**config.mk**
```make
export PLATFORM = sky130hd
export DESIGN_NAME = serial_deser_flat
export DESIGN_NICKNAME = d
export VERILOG_FILES = /design/src/rtl/serial_deser_pkg.sv /design/src/rtl/serial_deser_if.sv /design/src/rtl/serial_deser_lane.sv /design/src/rtl/serial_deser.sv /design/src/flat_wrapper.sv
export SDC_FILE = /design/constraint.sdc
export NUM_CORES = 1
export LEC_CHECK = 0
export CORE_UTILIZATION = 40
export CTS_CLUSTER_SIZE = 28
export DETAILED_ROUTE_END_ITERATION = 8
export PLACE_DENSITY_LB_ADDON = 0.2
export SLEW_MARGIN = 0
export SYNTH_ARGS = -nofsm -noshare
export SYNTH_HDL_FRONTEND = slang
export SYNTH_SLANG_ARGS = --single-unit
```
**constraint.sdc**
```tcl
create_clock -name CLKS -period 1.9 [get_ports CLKS]
set_input_delay 0.19 -clock CLKS [delete_from_list [all_inputs] [get_ports CLKS]]
set_output_delay 0.19 -clock CLKS [all_outputs]
set_load 0.01 [all_outputs]
```
**src/rtl/serial_deser_pkg.sv**
```systemverilog
// Shared types and elaboration-time helpers for the serial_deser DDR deserializer.
package serial_deser_pkg;

  typedef enum logic {StHunt = 1'b0, StLock = 1'b1} state_e;

  function automatic int unsigned clog2(input int unsigned v);
    int unsigned r;
    r = 0;
    while ((64'd1 << r) < 64'(v)) r++;
    return r;
  endfunction

  function automatic int unsigned frame_cyc(input int unsigned word_w);
    return word_w / 2;
  endfunction

endpackage

```
**src/rtl/serial_deser_if.sv**
```systemverilog
// Bundle of PHY-side inputs and consumer-side outputs of serial_deser.
// BITSLIP exists only when SERIAL_DESER_BITSLIP_EN is defined.
interface serial_deser_if #(
  parameter int unsigned LANES  = 1,
  parameter int unsigned WORD_W = 32,
  parameter int unsigned ERR_W  = 8
) ();
  logic                    CLKF_DATA;
  logic [2*LANES-1:0]      DIN_DDR;
  logic [LANES*WORD_W-1:0] DOUT;
  logic                    DOUT_VALID;
  logic                    LOCKED;
  logic                    FRAME_ERR;
  logic [ERR_W-1:0]        ERR_CNT;

`ifdef SERIAL_DESER_BITSLIP_EN
  logic [LANES-1:0]        BITSLIP;

  modport master (
    output CLKF_DATA, DIN_DDR, BITSLIP,
    input  DOUT, DOUT_VALID, LOCKED, FRAME_ERR, ERR_CNT
  );
  modport slave (
    input  CLKF_DATA, DIN_DDR, BITSLIP,
    output DOUT, DOUT_VALID, LOCKED, FRAME_ERR, ERR_CNT
  );
`else
  modport master (
    output CLKF_DATA, DIN_DDR,
    input  DOUT, DOUT_VALID, LOCKED, FRAME_ERR, ERR_CNT
  );
  modport slave (
    input  CLKF_DATA, DIN_DDR,
    output DOUT, DOUT_VALID, LOCKED, FRAME_ERR, ERR_CNT
  );
`endif

endinterface

```
**src/rtl/serial_deser_lane.sv**
```systemverilog
// One deserializer lane: shifts in an IDDR bit pair per CLKS cycle.
// With SERIAL_DESER_BITSLIP_EN a toggled half-cycle slip re-pairs late_d1 with early.
module serial_deser_lane #(
  parameter int unsigned WORD_W = 32
) (
  input  logic              CLKS,
  input  logic              RSTXS,
  input  logic [1:0]        din,      // [1] earlier bit, [0] later bit
`ifdef SERIAL_DESER_BITSLIP_EN
  input  logic              bitslip,
`endif
  output logic [WORD_W-1:0] shift
);

  logic [WORD_W-1:0] shift_q;
  logic [1:0]        pair;

`ifdef SERIAL_DESER_BITSLIP_EN
  logic slip_q;
  logic late_d1_q;

  always_ff @(posedge CLKS or negedge RSTXS) begin
    if (!RSTXS) begin
      slip_q    <= 1'b0;
      late_d1_q <= 1'b0;
    end else begin
      slip_q    <= slip_q ^ bitslip;
      late_d1_q <= din[0];
    end
  end

  // Slipped pairing: previous cycle's late bit becomes the older bit of this pair.
  assign pair = slip_q ? {late_d1_q, din[1]} : din;
`else
  assign pair = din;
`endif

  always_ff @(posedge CLKS or negedge RSTXS) begin
    if (!RSTXS) begin
      shift_q <= '0;
    end else begin
      shift_q <= {shift_q[WORD_W-3:0], pair};
    end
  end

  assign shift = shift_q;

endmodule

```
**src/rtl/serial_deser.sv**
```systemverilog
// Multi-lane DDR deserializer with frame-strobe capture, framing check, lock FSM and
// saturating error counter. Optional per-lane bit slip via SERIAL_DESER_BITSLIP_EN.
module serial_deser
  import serial_deser_pkg::*;
#(
  parameter int unsigned LANES       = 1,
  parameter int unsigned WORD_W      = 32,
  parameter int unsigned SYNC_STAGES = 2,
  parameter int unsigned LOCK_CNT    = 4,
  parameter int unsigned LOSS_CNT    = 3,
  parameter int unsigned ERR_W       = 8
) (
  input  logic           CLKS,
  input  logic           RSTXS,
  serial_deser_if.slave  bus
);

  localparam int unsigned FrameCyc   = frame_cyc(WORD_W);
  // One spare bit so the reset-saturated value never equals the timeout value.
  localparam int unsigned CntW       = clog2(2 * FrameCyc) + 1;
  localparam int unsigned TimeoutVal = 2 * FrameCyc - 1;
  localparam int unsigned GoodW      = clog2(LOCK_CNT + 1);
  localparam int unsigned BadW       = clog2(LOSS_CNT + 1);
  localparam logic [CntW-1:0] CntMax = '1;

  logic [LANES*WORD_W-1:0] lane_words;

  for (genvar l = 0; l < LANES; l++) begin : g_lane
    serial_deser_lane #(
      .WORD_W (WORD_W)
    ) u_lane (
      .CLKS    (CLKS),
      .RSTXS   (RSTXS),
      .din     (bus.DIN_DDR[2*l +: 2]),
`ifdef SERIAL_DESER_BITSLIP_EN
      .bitslip (bus.BITSLIP[l]),
`endif
      .shift   (lane_words[l*WORD_W +: WORD_W])
    );
  end

  logic [SYNC_STAGES-1:0] sync_q;
  logic                   prev_q;
  logic                   fe;

  always_ff @(posedge CLKS or negedge RSTXS) begin
    if (!RSTXS) begin
      sync_q <= '0;
      prev_q <= 1'b0;
    end else begin
      sync_q <= (sync_q << 1) | SYNC_STAGES'(bus.CLKF_DATA);
      prev_q <= sync_q[SYNC_STAGES-1];
    end
  end

  assign fe = prev_q & ~sync_q[SYNC_STAGES-1];

  logic [CntW-1:0]         cnt_q, cnt_d;
  logic                    timeout, good, bad;
  state_e                  state_q, state_d;
  logic [GoodW-1:0]        good_cnt_q, good_cnt_d;
  logic [BadW-1:0]         bad_cnt_q, bad_cnt_d;
  logic [ERR_W-1:0]        err_cnt_q, err_cnt_d;
  logic [LANES*WORD_W-1:0] dout_q, dout_d;
  logic                    valid_q, valid_d;
  logic                    ferr_q, ferr_d;

  // A strobe in the same cycle as the timeout wins and is judged on its interval.
  assign timeout = (cnt_q == CntW'(TimeoutVal)) && !fe;
  assign good    = fe && (cnt_q == CntW'(FrameCyc - 1));
  assign bad     = (fe && !good) || timeout;

  always_comb begin
    cnt_d = cnt_q;
    if (fe || timeout) begin
      cnt_d = '0;
    end else if (cnt_q != CntMax) begin
      cnt_d = cnt_q + CntW'(1);
    end
  end

  always_comb begin
    state_d    = state_q;
    good_cnt_d = good_cnt_q;
    bad_cnt_d  = bad_cnt_q;
    err_cnt_d  = err_cnt_q;
    valid_d    = 1'b0;
    ferr_d     = 1'b0;
    dout_d     = fe ? lane_words : dout_q;

    unique case (state_q)
      StHunt: begin
        if (good) begin
          if (good_cnt_q == GoodW'(LOCK_CNT - 1)) begin
            state_d    = StLock;
            good_cnt_d = '0;
          end else begin
            good_cnt_d = good_cnt_q + GoodW'(1);
          end
        end else if (bad) begin
          good_cnt_d = '0;
        end
      end
      StLock: begin
        if (good) begin
          valid_d   = 1'b1;
          bad_cnt_d = '0;
        end else if (bad) begin
          ferr_d = 1'b1;
          if (err_cnt_q != {ERR_W{1'b1}}) begin
            err_cnt_d = err_cnt_q + ERR_W'(1);
          end
          if (bad_cnt_q == BadW'(LOSS_CNT - 1)) begin
            state_d   = StHunt;
            bad_cnt_d = '0;
          end else begin
            bad_cnt_d = bad_cnt_q + BadW'(1);
          end
        end
      end
    endcase
  end

  always_ff @(posedge CLKS or negedge RSTXS) begin
    if (!RSTXS) begin
      cnt_q      <= CntMax;
      state_q    <= StHunt;
      good_cnt_q <= '0;
      bad_cnt_q  <= '0;
      err_cnt_q  <= '0;
      dout_q     <= '0;
      valid_q    <= 1'b0;
      ferr_q     <= 1'b0;
    end else begin
      cnt_q      <= cnt_d;
      state_q    <= state_d;
      good_cnt_q <= good_cnt_d;
      bad_cnt_q  <= bad_cnt_d;
      err_cnt_q  <= err_cnt_d;
      dout_q     <= dout_d;
      valid_q    <= valid_d;
      ferr_q     <= ferr_d;
    end
  end

  assign bus.DOUT       = dout_q;
  assign bus.DOUT_VALID = valid_q;
  assign bus.LOCKED     = (state_q == StLock);
  assign bus.FRAME_ERR  = ferr_q;
  assign bus.ERR_CNT    = err_cnt_q;

endmodule

```
**src/flat_wrapper.sv**
```systemverilog
// flat-port wrapper written by rule: the top's interface ports become plain ports
module serial_deser_flat import serial_deser_pkg::*;
#(
  parameter int unsigned LANES       = 1,
  parameter int unsigned WORD_W      = 32,
  parameter int unsigned SYNC_STAGES = 2,
  parameter int unsigned LOCK_CNT    = 4,
  parameter int unsigned LOSS_CNT    = 3,
  parameter int unsigned ERR_W       = 8
)
  (CLKS, RSTXS, bus_CLKF_DATA, bus_DIN_DDR, bus_DOUT, bus_DOUT_VALID, bus_LOCKED, bus_FRAME_ERR, bus_ERR_CNT);
  serial_deser_if #(.LANES(LANES), .WORD_W(WORD_W), .ERR_W(ERR_W)) bus_i ();
  input  logic CLKS;
  input  logic RSTXS;
  input wire logic [$bits(bus_i.CLKF_DATA)-1:0] bus_CLKF_DATA;
  input wire logic [$bits(bus_i.DIN_DDR)-1:0] bus_DIN_DDR;
  output wire logic [$bits(bus_i.DOUT)-1:0] bus_DOUT;
  output wire logic [$bits(bus_i.DOUT_VALID)-1:0] bus_DOUT_VALID;
  output wire logic [$bits(bus_i.LOCKED)-1:0] bus_LOCKED;
  output wire logic [$bits(bus_i.FRAME_ERR)-1:0] bus_FRAME_ERR;
  output wire logic [$bits(bus_i.ERR_CNT)-1:0] bus_ERR_CNT;
  assign bus_i.CLKF_DATA = bus_CLKF_DATA;
  assign bus_i.DIN_DDR = bus_DIN_DDR;
  assign bus_DOUT = bus_i.DOUT;
  assign bus_DOUT_VALID = bus_i.DOUT_VALID;
  assign bus_LOCKED = bus_i.LOCKED;
  assign bus_FRAME_ERR = bus_i.FRAME_ERR;
  assign bus_ERR_CNT = bus_i.ERR_CNT;
  serial_deser #(.LANES(LANES), .WORD_W(WORD_W), .SYNC_STAGES(SYNC_STAGES), .LOCK_CNT(LOCK_CNT), .LOSS_CNT(LOSS_CNT), .ERR_W(ERR_W)) u_core (.CLKS(CLKS), .RSTXS(RSTXS), .bus(bus_i));
endmodule
```
==> impl_metrics.sql <==
INSERT INTO impl_metrics (metric_group, metric, value, unit) VALUES
('timing', 'grt_setup_unrepaired', 'false', ''),
('detailed_routing', 'post_detailed_route_wirelength_per_cell', '13.1', 'µm'),
('clock_network', 'htree_levels', '3', ''),
('final_layout', 'fillCellCount', '660', ''),
('floorplanning', 'top_level_pins', '48', ''),
('synthesis', 'synth.top_cell.area_share', '66.5', '%'),
('detailed_routing', 'route.detailed.drc', '0', ''),
('setup_path', 'critical_path.max_fanout', '5', ''),
('synthesis', 'synth_edf_count', '0', ''),
('job', 'drv.max_cap_violation_count', '0', ''),
('timing', 'finalHoldViolations', '0', ''),
('floorplanning', 'fp.dieArea', '8160', 'µm²'),
('setup_path', 'timing.critical_path.from_type', 'flop', ''),
('timing', 'finalCriticalPeriod', '1810', 'ps'),
('floorplanning', 'core_area', '7410', 'µm²'),
('synthesis', 'yosysUniqueCellTypes', '29', ''),
('setup_path', 'cp.arrival', '2060', 'ps'),
('synthesis', 'dominant_combinational_cell_family_by_area_after_synthesis', 'simple AND/OR/NAND/NOR gates', ''),
('final_layout', 'final_layout_size_suffix_gt1_share', '12.6', '%'),
('placed_design', 'io_buffer_count', '47', ''),
('final_layout', 'diodes', '0', ''),
('synthesis', 'sequential_share_of_the_synthesized_area', '71.6', '%'),
('timing', 'report.final.slew_viol_count', '0', ''),
('final_layout', 'finalNonFillerCells', '432', ''),
('clock_network', 'clock-root-buffer', 'sky130_fd_sc_hd__clkbuf_8', ''),
('floorplanning', 'die_w', '90.3', 'µm'),
('synthesis', 'yosys.area_share.xor_xnor', '1.96', '%'),
('clock_network', 'clk_buf_depth', '2', ''),
('placed_design', 'globalplace.congestion', '0.722', ''),
('synthesis', 'synth-main-ff-cell', 'sky130_fd_sc_hd__dfrtp_1', ''),
('outcome', 'run_status', 'completed', ''),
('clock_network', 'clock-sinks', '89', ''),
('timing', 'whs', '290', 'ps'),
('clock_network', 'cts.clk_slew.worst_paths', '80', 'ps'),
('clock_network', 'tritoncts', 'built', ''),
('synthesis', 'warnings_synthesis', '0', ''),
('min_path', 'hold_depth', '1', ''),
('floorplanning', 'die_height', '90.3', 'µm'),
('power_and_ir_drop', 'power.density', '974', 'nW/µm²'),
('placed_design', 'dp_hpwl', '3.49', 'mm'),
('synthesis', 'synth_fa_ha_area_share', '1.20', '%'),
('grt', 'grt_first_pass_wirelength', '9.53', 'mm'),
('floorplanning', 'floorplan.rows', '31', ''),
('synthesis', 'synth-seq-cells', '89', ''),
('timing', 'setup_viol_count_final', '0', ''),
('detailed_routing', 'antenna_left', '0', ''),
('synthesis', 'synth_compound_area_share', '2.32', '%'),
('detailed_routing', 'wl', '5.65', 'mm'),
('grt', 'vias_in_the_first_global_route', '2001', ''),
('clock_network', 'clock_latency', '360', 'ps'),
('synthesis', 'syn_avg_cell_area', '11.7', 'µm²'),
('timing', 'worstMarginPinSlew', '528', 'ps'),
('synthesis', 'syn-cell-area', '3120', 'µm²'),
('setup_path', 'worst_ep_required_time', '2150', 'ps'),
('synthesis', 'post_synth_most_frequent_cells', 'sky130_fd_sc_hd__nand2_1, sky130_fd_sc_hd__dfrtp_1, sky130_fd_sc_hd__clkbuf_1, sky130_fd_sc_hd__nor3_1', ''),
('final_layout', 'final_util', '54.1', '%'),
('detailed_routing', 'dr_total_vias', '2016', ''),
('timing', 'totalNegativeSetupSlack', '0', 'ps'),
('power_and_ir_drop', 'power.total', '0.00390', 'W'),
('min_path', 'hold_path_class', 'in2reg', ''),
('final_layout', 'finish.net_count', '336', ''),
('setup_path', 'r2r.worst_path.cells', '5', ''),
('timing', 'achievable-frequency', '0.552', 'GHz'),
('setup_path', 'criticalPathCategory', 'reg2reg', ''),
('synthesis', 'yosys.area.top_type', 'sky130_fd_sc_hd__dfrtp_1', ''),
('power_and_ir_drop', 'vdd_drop_max', '0.577', 'mV'),
('grt', 'grt_start_max_net_pins', '41', ''),
('grt', 'gr-usage-all-layers', '15.2', '%'),
('synthesis', 'synth.most_common_cell', 'sky130_fd_sc_hd__nand2_1', ''),
('timing', 'slew-limit-headroom', '64.8', '%'),
('synthesis', 'async_set_or_reset_flop_fraction_in_the_synthesized_netlist', '100', '%');
==> path summary, 6_finish.rpt <==
| path | endpoint | slack, ps | startpoint |
|---|---|---|---|
| setup / recovery | u_core.bus.ERR_CNT[1] | 90 | u_core.cnt_q[1] |
| hold / removal | u_core.sync_q[0] | 290 | bus_CLKF_DATA |
| setup reg to reg | u_core.bus.ERR_CNT[1] | 90 | u_core.cnt_q[1] |
| hold reg to reg | u_core.sync_q[1] | 350 | u_core.sync_q[0] |
| max in group asynchronous | u_core.cnt_q[4] | 910 | RSTXS |
| min in group asynchronous | u_core.bus.DOUT[13] | 350 | RSTXS |
==> placed cells by master, fill, tap and decap left out, types with 3 or more instances in the layout <==
cell,netlist,layout
sky130_fd_sc_hd__a21oi_1,4,4
sky130_fd_sc_hd__buf_4,0,11
sky130_fd_sc_hd__clkbuf_1,8,3
sky130_fd_sc_hd__clkbuf_8,0,9
sky130_fd_sc_hd__clkdlybuf4s50_1,0,46
sky130_fd_sc_hd__dfrtp_1,83,83
sky130_fd_sc_hd__dfstp_2,6,6
sky130_fd_sc_hd__mux2_2,4,5
sky130_fd_sc_hd__nand2_1,103,103
sky130_fd_sc_hd__nand2b_1,3,3
sky130_fd_sc_hd__nand3_1,4,4
sky130_fd_sc_hd__nand4_1,3,3
sky130_fd_sc_hd__nor2_1,6,5
sky130_fd_sc_hd__nor3_1,8,7
sky130_fd_sc_hd__nor3b_1,3,3
sky130_fd_sc_hd__nor4_1,3,3
sky130_fd_sc_hd__xor2_1,6,6
==> cell type report <==
cell class	count	area (µm²)	area share, %
tap	99	124	3.09
clock inverter	4	52.6	1.31
clock buffer	12	135	3.37
sequential	89	2230	55.8
inverter	2	7.51	0.187
multi-input combinational	167	878	21.9
timing repair buffer	59	573	14.3
==> report_power, final <==
part	total, W	internal (W)	switching, W	leakage, nW
Combinational	0.000456	0.000240	0.000216	0.779
Clock	0.00126	0.000615	0.000642	0.0949
Sequential	0.00219	0.00207	0.000119	1.09
==> routing by layer <==
| metal | GRT usage, % | up-vias | share of wire, % |
|---|---|---|---|
| met5 | 0 | - | 0 |
| met4 | 9.14 | 0 | 2.9 |
| met3 | 3.79 | 13 | 3.4 |
| met2 | 21.9 | 36 | 46 |
| met1 | 20.6 | 990 | 48 |
| li1 | - | 977 | - |
==> worst max-delay path, stage by stage, from the launching register on <==
cell and delay (ps):
sky130_fd_sc_hd__dfstp_2 580, sky130_fd_sc_hd__ha_4 150, sky130_fd_sc_hd__nand4b_4 120, sky130_fd_sc_hd__mux2_4 360, sky130_fd_sc_hd__nor2_2 160, sky130_fd_sc_hd__mux2_2 340
==> flip-flops by register name, summed over array words and instances (netlist names) <==
name                        count
u_core.g_lane.u_lane.shift     32
u_core.good_cnt_q               3
u_core.sync_q                   2
u_core.cnt_q                    6
u_core.prev_q                   1
u_core.bus.ERR_CNT              8
u_core.bus.DOUT_VALID           1
u_core.bus.DOUT                32
u_core.bus.LOCKED               1
u_core.bus.FRAME_ERR            1
u_core.bad_cnt_q                2
==> stage by stage <==
| step | area [µm²] | worst slack, ps |
|---|---|---|
| after CTS | 3980 | 39.1 |
| final | 4010 | 88.9 |
| after global placement | 3780 | 52.4 |
| after global routing | 4010 | 6.25 |
| after floorplan | 3140 | 25.5 |
| after detailed placement | 3780 | 20.8 |
==> cells by family after synthesis <==
family | Yosys count
compound gates | 12
xor+xnor | 7
fa+ha+maj | 3
buf+inv | 11
flops | 89
mux | 5
simple gates | 139
==> what timing repair did <==
item	4_1_cts	5_1_grt
pin swaps	0	1
hold buffers	1	0
cloned	0	1
hold endpoints to repair	38	0
setup buffers	0	1
resized for setup	1	1
setup endpoints to repair	1	1
Note: power is estimated with default switching activity, not from simulation.
